`src/rtl/line_word_fifo.sv`:
```
// line_word_fifo: circular queue of DEPTH lines, each WORDS x WORD_W bits.
// A producer pushes one whole line per cycle. A consumer drains the head line
// either one word at a time (rd_valid/rd_ready) or discards it in one cycle (line_pop).
// Optional build macro LWF_ERR_FLAGS_EN adds sticky overflow/underflow flags
// (ovf_err, udf_err) and their clear input (err_clr).
module line_word_fifo #(
    parameter int WORD_W = 32,
    parameter int WORDS  = 4,
    parameter int DEPTH  = 4,
    parameter int AW     = 2,
    parameter int WIW    = 2
) (
    input  logic                     clk,
    input  logic                     reset,
    input  logic                     wr_en,
    input  logic [WORDS*WORD_W-1:0]  wr_data,
    output logic                     full,
    output logic                     empty,
    output logic [AW:0]              count,
    output logic                     rd_valid,
    input  logic                     rd_ready,
    output logic [WORD_W-1:0]        rd_data,
    output logic                     rd_last,
    output logic [WIW-1:0]           rd_widx,
    output logic [WORDS*WORD_W-1:0]  line_data,
`ifdef LWF_ERR_FLAGS_EN
    input  logic                     err_clr,
    output logic                     ovf_err,
    output logic                     udf_err,
`endif
    input  logic                     line_pop
);

    localparam int LW = WORDS * WORD_W;

    logic [LW-1:0] mem [DEPTH];
    logic [AW-1:0] wr_ptr;
    logic [AW-1:0] rd_ptr;
    logic          push;
    logic          beat;
    logic          retire;

    // Occupancy flags come from the count alone so a full queue is never
    // mistaken for an empty one when the pointers coincide.
    assign full     = (count == (AW+1)'(DEPTH));
    assign empty    = (count == '0);
    assign rd_valid = !empty;
    assign rd_last  = (rd_widx == WIW'(WORDS - 1));

    // Push is judged against full as it stands at the start of the cycle,
    // so a retire in the same cycle never makes room for a rejected push.
    assign push   = wr_en && !full;
    assign beat   = rd_valid && rd_ready && !line_pop;
    assign retire = (line_pop && !empty) || (beat && rd_last);

    assign line_data = mem[rd_ptr];

    // Select the word of the head line currently being presented.
    always_comb begin
        rd_data = line_data[WORD_W-1:0];
        for (int unsigned k = 0; k < WORDS; k++) begin
            if (rd_widx == WIW'(k)) begin
                rd_data = line_data[k*WORD_W +: WORD_W];
            end
        end
    end

    // Line storage: written on accepted pushes only, never cleared.
    always_ff @(posedge clk) begin
        if (!reset && push) begin
            mem[wr_ptr] <= wr_data;
        end
    end

    // Pointers, occupancy and word index within the head line.
    always_ff @(posedge clk) begin
        if (reset) begin
            wr_ptr  <= '0;
            rd_ptr  <= '0;
            count   <= '0;
            rd_widx <= '0;
        end else begin
            if (push) begin
                wr_ptr <= wr_ptr + AW'(1);
            end
            if (retire) begin
                rd_ptr  <= rd_ptr + AW'(1);
                rd_widx <= '0;
            end else if (beat) begin
                rd_widx <= rd_widx + WIW'(1);
            end
            count <= count + (AW+1)'(push) - (AW+1)'(retire);
        end
    end

`ifdef LWF_ERR_FLAGS_EN
    logic ovf_new;
    logic udf_new;

    assign ovf_new = wr_en && full;
    assign udf_new = (rd_ready || line_pop) && empty;

    // Sticky error flags; a fresh error in the same cycle outranks err_clr.
    always_ff @(posedge clk) begin
        if (reset) begin
            ovf_err <= 1'b0;
            udf_err <= 1'b0;
        end else begin
            if (ovf_new) begin
                ovf_err <= 1'b1;
            end else if (err_clr) begin
                ovf_err <= 1'b0;
            end
            if (udf_new) begin
                udf_err <= 1'b1;
            end else if (err_clr) begin
                udf_err <= 1'b0;
            end
        end
    end
`endif

endmodule
```
`config.mk`:
```
export PLATFORM = sky130hd
export DESIGN_NAME = line_word_fifo
export DESIGN_NICKNAME = d
export VERILOG_FILES = /design/src/rtl/line_word_fifo.sv
export SDC_FILE = /design/constraint.sdc
export NUM_CORES = 1
export LEC_CHECK = 0
export ABC_AREA = 1
export ABC_CLOCK_PERIOD_IN_PS = 8600
export CAP_MARGIN = 0
export CORE_ASPECT_RATIO = 0.5
export CORE_MARGIN = 8
export CORE_UTILIZATION = 31
export DETAILED_ROUTE_END_ITERATION = 16
export GPL_TIMING_DRIVEN = 1
export PLACE_DENSITY = 0.59
export SYNTH_ARGS = -nofsm -noshare
export SYNTH_HDL_FRONTEND = slang
export SYNTH_SLANG_ARGS = --single-unit
```
`constraint.sdc`:
```
create_clock -name clk -period 8.6 [get_ports clk]
set_clock_uncertainty 0.05 [all_clocks]
set_input_delay 2.15 -clock clk [delete_from_list [all_inputs] [get_ports clk]]
set_output_delay 2.15 -clock clk [all_outputs]
set_load 0.02 [all_outputs]
```
# After elaboration in Yosys (flattened, before gate mapping)
# Memories as Yosys holds them, arrays and structs flattened. A register that Yosys moved wholly into a read port is not among the register bits.
# Cells that the tools add are included.
[totals] register_bits=9 latch_bits=0 mem_bits_rw=512 rom_bits=0 input_bits=133 output_inout_bits=169 word_cells=34 n_memories=1
[classes] addsub=5 multipliers=0 div=0 magnitude_cmp=0 eq_ne=4 shifts=0 muxes=7 bitwise=0 reduce_logical=13
[memory_table] name="mem" words=4 word_bits=128 read_ports=1 rd_clocked_by_memory_dff=1 write_ports=1 line_no="36" text="logic [LW-1:0] mem [DEPTH];"
[ops] op="32-bit two-way mux" n=3
[ops] op="2-bit by 1-bit adder with 2-bit output, second input constant" n=3
[ops] op="1-bit logical AND" n=6
[ops] op="2-bit equality test, second input constant" n=2
[ops] op="1-bit logical NOT" n=4
[ops] op="2-bit two-way mux" n=2
[ops] op="3-bit by 1-bit adder with 3-bit output" n=1
[ops] op="3-bit equality test, second input constant" n=1
[ops] op="3-bit logical NOT" n=1
[ops] op="3-bit by 1-bit subtractor with 3-bit output" n=1
[ops] op="2-bit by 1-bit equality test with 1-bit output, second input constant" n=1
[ops] op="1-bit two-way mux" n=2
[ops] op="2-bit OR reduction" n=1
[ops] op="1-bit logical OR" n=1

# Logic depth before layout (Yosys ltp)
[logic_depth] depth_word=8 mapped_depth=11 depth_no_buf=11

# Worst setup path before layout
# OpenSTA, ideal clock, no wires.
[synth_path] path_type="input port to flip-flop" from="input port wr_en" to="memory mem[0][0] in the netlist's numbering (enable)" setup_ps=617 arrival_ps=7756 path_slack_ps=177 path_stages=4 path_buffers=0 cell_sequence="nand2_1 inv_1 nand2_1 nor2_1"
[synth_via] elab_chain_cells=4
[synth_lines] element="start, declared" line_no="15" text="input logic wr_en,"
[synth_lines] element="1-bit logical AND" line_no="52" text="assign push = wr_en && !full;"
[synth_lines] element="1-bit logical AND" line_no="70" text="if (!reset && push) begin"
[synth_lines] element="1-bit two-way mux" line_no="70"
[synth_lines] element="1-bit two-way mux (not written as such)" line_no="71" text="mem[wr_ptr] <= wr_data;"
[synth_lines] element="end, declared" line_no="36"
# No other way between the ends.

==> flow_summary.json <==
{
  "status": "completed",
  "path_max_fanout": 156,
  "crit_end": "rd_data[25]",
  "overflow": 0,
  "totalNegativeSetupSlack_ns": 0,
  "synth_seq_cells": 523,
  "gp_congestion": 0.788,
  "clk_latency_ns": 0.57,
  "tightest_slew_ns": 1.08,
  "worstReg2RegStart": "rd_widx[0]",
  "nFillCells": 6583,
  "critPathRequiredTime_ns": 6.40,
  "ys_types": 27,
  "final_layout_size_suffix_gt1_share_pct": 5.33,
  "synth_top_family_by_area": "simple AND/OR/NAND/NOR gates",
  "synth_area_mm2": 0.0217,
  "crit_path_start_kind": "flop",
  "drc": 0,
  "wire_per_inst_um": 20.6,
  "syn_area_per_cell_um2": 12.0,
  "hold_buffers": 0,
  "max-slew-margin-rel_pct": 27.8,
  "io_buffer_count": 301,
  "cts_tree": "yes",
  "synth_area_leaders": "edfxtp_1, nand2_1, nand3_1, and2_1, nor2_1",
  "period_share_pct": 74.0,
  "seq_area_frac_synth_pct": 71.9,
  "synth_compound_area_share_pct": 3.64,
  "area.sequential_mm2": 0.0156,
  "slew_viol_final": 0,
  "use_met2_pct": 29.2,
  "vias_per_cell": 4.69,
  "hold_ws_ns": 0.419,
  "antenna_found_initial": 4,
  "dp_cells": 2971,
  "dp_hpwl_um": 39700,
  "synthesis.nets": 1953,
  "first_pass_iters": 6,
  "postRouteAntennaNets": 0,
  "ir_worst_vdd_uv": 160,
  "met3_usage_pct": 1.96,
  "period_minus_slack_ns": 6.36,
  "vias": 14392,
  "cts.sinks": 523,
  "powerDensity_mw_per_mm2": 292,
  "numCtsBuffers": 52,
  "htree_levels": 2,
  "drv_cap": 0,
  "area_delta_synth_final_pct": 25.0,
  "synth_top_area_share_pct": 70.9,
  "leakagePower_nw": 9.56,
  "holdCritPathClass": "flop to flop",
  "yosys.area.top_type": "edfxtp_1",
  "ff2ff_path_depth": 11,
  "stdcell_count": 3069,
  "grt_pass1_wl_um": 92300,
  "muxShareOfSynthArea_pct": 0,
  "busiest_layer": "met2",
  "dieArea_mm2": 0.0792,
  "critPathKind": "flop to primary output",
  "die_w_um": 390,
  "start_util_pct": 31.4,
  "num-nets-final": 2222,
  "synth_simple_gate_area_share_pct": 19.6,
  "root_buffer": "clkbuf_16",
  "clk_path_buf_depth": 3,
  "ys_warn_count": 0,
  "cts.clk_slew.worst_paths_ns": 0.06,
  "critical_path_arrival_ns": 4.16,
  "design.core.area_mm2": 0.0691,
  "reg2reg_slack_ns": 4.91,
  "fmax_ghz": 0.157,
  "track_usage_pct": 15.3,
  "ioPinCount": 302,
  "r2r-end": "count[2]",
  "num_rows": 68,
  "multi_input_area_mm2": 0.00521,
  "rsz0062_at_grt": "false",
  "end_kind": "primary output",
  "synth_cells": 1811,
  "finalHoldViolCount": 0,
  "cts_resized": 0,
  "grt_pass1_vias": 14305,
  "post-cts-setup-buffers": 0,
  "setup_viol": 0,
  "synthXorXnorAreaFrac_pct": 0.0808,
  "met1_usage_pct": 17.2,
  "synth_fa_ha_area_share_pct": 0.554,
  "drt-initial-drc-count": 991,
  "chipHeight_um": 203,
  "wl_um": 63200,
  "grt_start_max_net_pins": 191
}
==> cells in the mapped netlist <==
cell and instances:
xor2_1 1, buf_4 18, o22ai_1 13, buf_6 18
nor2_1 79, nand4_1 1, inv_2 1, nand2_1 510
o21ai_0 55, dfxtp_1 11, inv_8 1, or2_2 1
inv_4 1, a21oi_1 35, inv_1 63, o21ai_1 14
o22ai_2 15, and2_1 79, nand3_1 305, xnor2_1 1
ha_1 8, buf_2 39, buf_1 12, edfxtp_1 512
fa_1 1, buf_8 1, clkbuf_1 16
==> routing by layer <==
metal / wire [um] / vias to the layer above
met5: 0 / -
met4: 2530 / 0
met3: 2360 / 109
met2: 34500 / 337
met1: 23800 / 7079
li1: - / 6867
==> kinds of logic (layout without fill, tap and decap cells) <==
family                   after synthesis  after routing
XOR/XNOR                               2              2
adder cells (fa/ha/maj)                9              9
flip-flops                           523            523
buffers and inverters                170            479
AO/OA/AOI/OAI                        132            132
AND/OR/NAND/NOR                      975            975
other                                  0              4
==> flip-flops by register name, indices dropped and copies added, names as in the netlist, named ones only <==
signal and flops:
wr_ptr 2, mem 512, rd_ptr 2, count 3, rd_widx 2
==> critical path, cell delays in order (launching register included) <==
cell	delay (ns)
dfxtp_4	0.65
buf_12	0.56
buf_4	0.74
nand2_1	0.10
nand3_1	0.13
nand3_1	0.09
nand2_1	0.09
nand2_1	0.10
a21oi_1	0.22
clkdlybuf4s50_1	0.65
==> worst min path at each step <==
stage	slack, ns	startpoint	depth (start not counted)	end
4_1_cts	0.42	rd_ptr[1]	2	rd_ptr[1]
3_5_place_dp	0.41	rd_ptr[1]	2	rd_ptr[1]
2_1_floorplan	0.39	rd_ptr[1]	2	flop
5_1_grt	0.45	rd_ptr[1]	2	rd_ptr[1]
3_3_place_gp	0.41	rd_ptr[1]	2	rd_ptr[1]
6_report	0.42	rd_ptr[1]	2	rd_ptr[1]
==> area by class of cell <==
cell class                 count  share of cell area [%]
sequential                   523                    57.6
multi-input combinational   1118                    19.2
timing repair buffer         319                    11.8
clock buffer                  70                    5.24
tap                          945                    4.36
inverter                      66                   0.951
clock inverter                24                   0.863
antenna                        4                  0.0369
==> power by group <==
| group | internal [mW] | switching [mW] | leakage [nW] |
|---|---|---|---|
| logic | 0.988 | 1.66 | 4.02 |
| registers | 2.97 | 0.0649 | 4.74 |
| clock network | 1.30 | 0.933 | 0.809 |
| total | 5.26 | 2.66 | 9.56 |
==> cell usage in the layout (no fill, tap or decap), types with 13 or more instances in the layout <==
master	instances
clkbuf_1	14
o22ai_2	15
o21ai_0	55
nand2_1	510
edfxtp_1	512
clkbuf_16	53
and2_1	79
o21ai_1	14
clkdlybuf4s50_1	301
buf_4	15
o22ai_1	13
nand3_1	305
nor2_1	75
inv_1	63
a21oi_1	35
==> per-stage QoR <==
step / power (mW) / cell area, um2 / util, % / setup slack [ns]
detailed placement: 5.78 / 25400 / 36.8 / 2.85
floorplan: 4.58 / 21700 / - / 0.177
global route: 8.26 / 27100 / 39.2 / 2.00
finish: 7.92 / 27100 / 39.2 / 2.24
global placement: 5.77 / 25400 / 36.8 / 2.89
CTS: 8.01 / 27100 / 39.2 / 2.23
(Power assumes the default switching activity.)
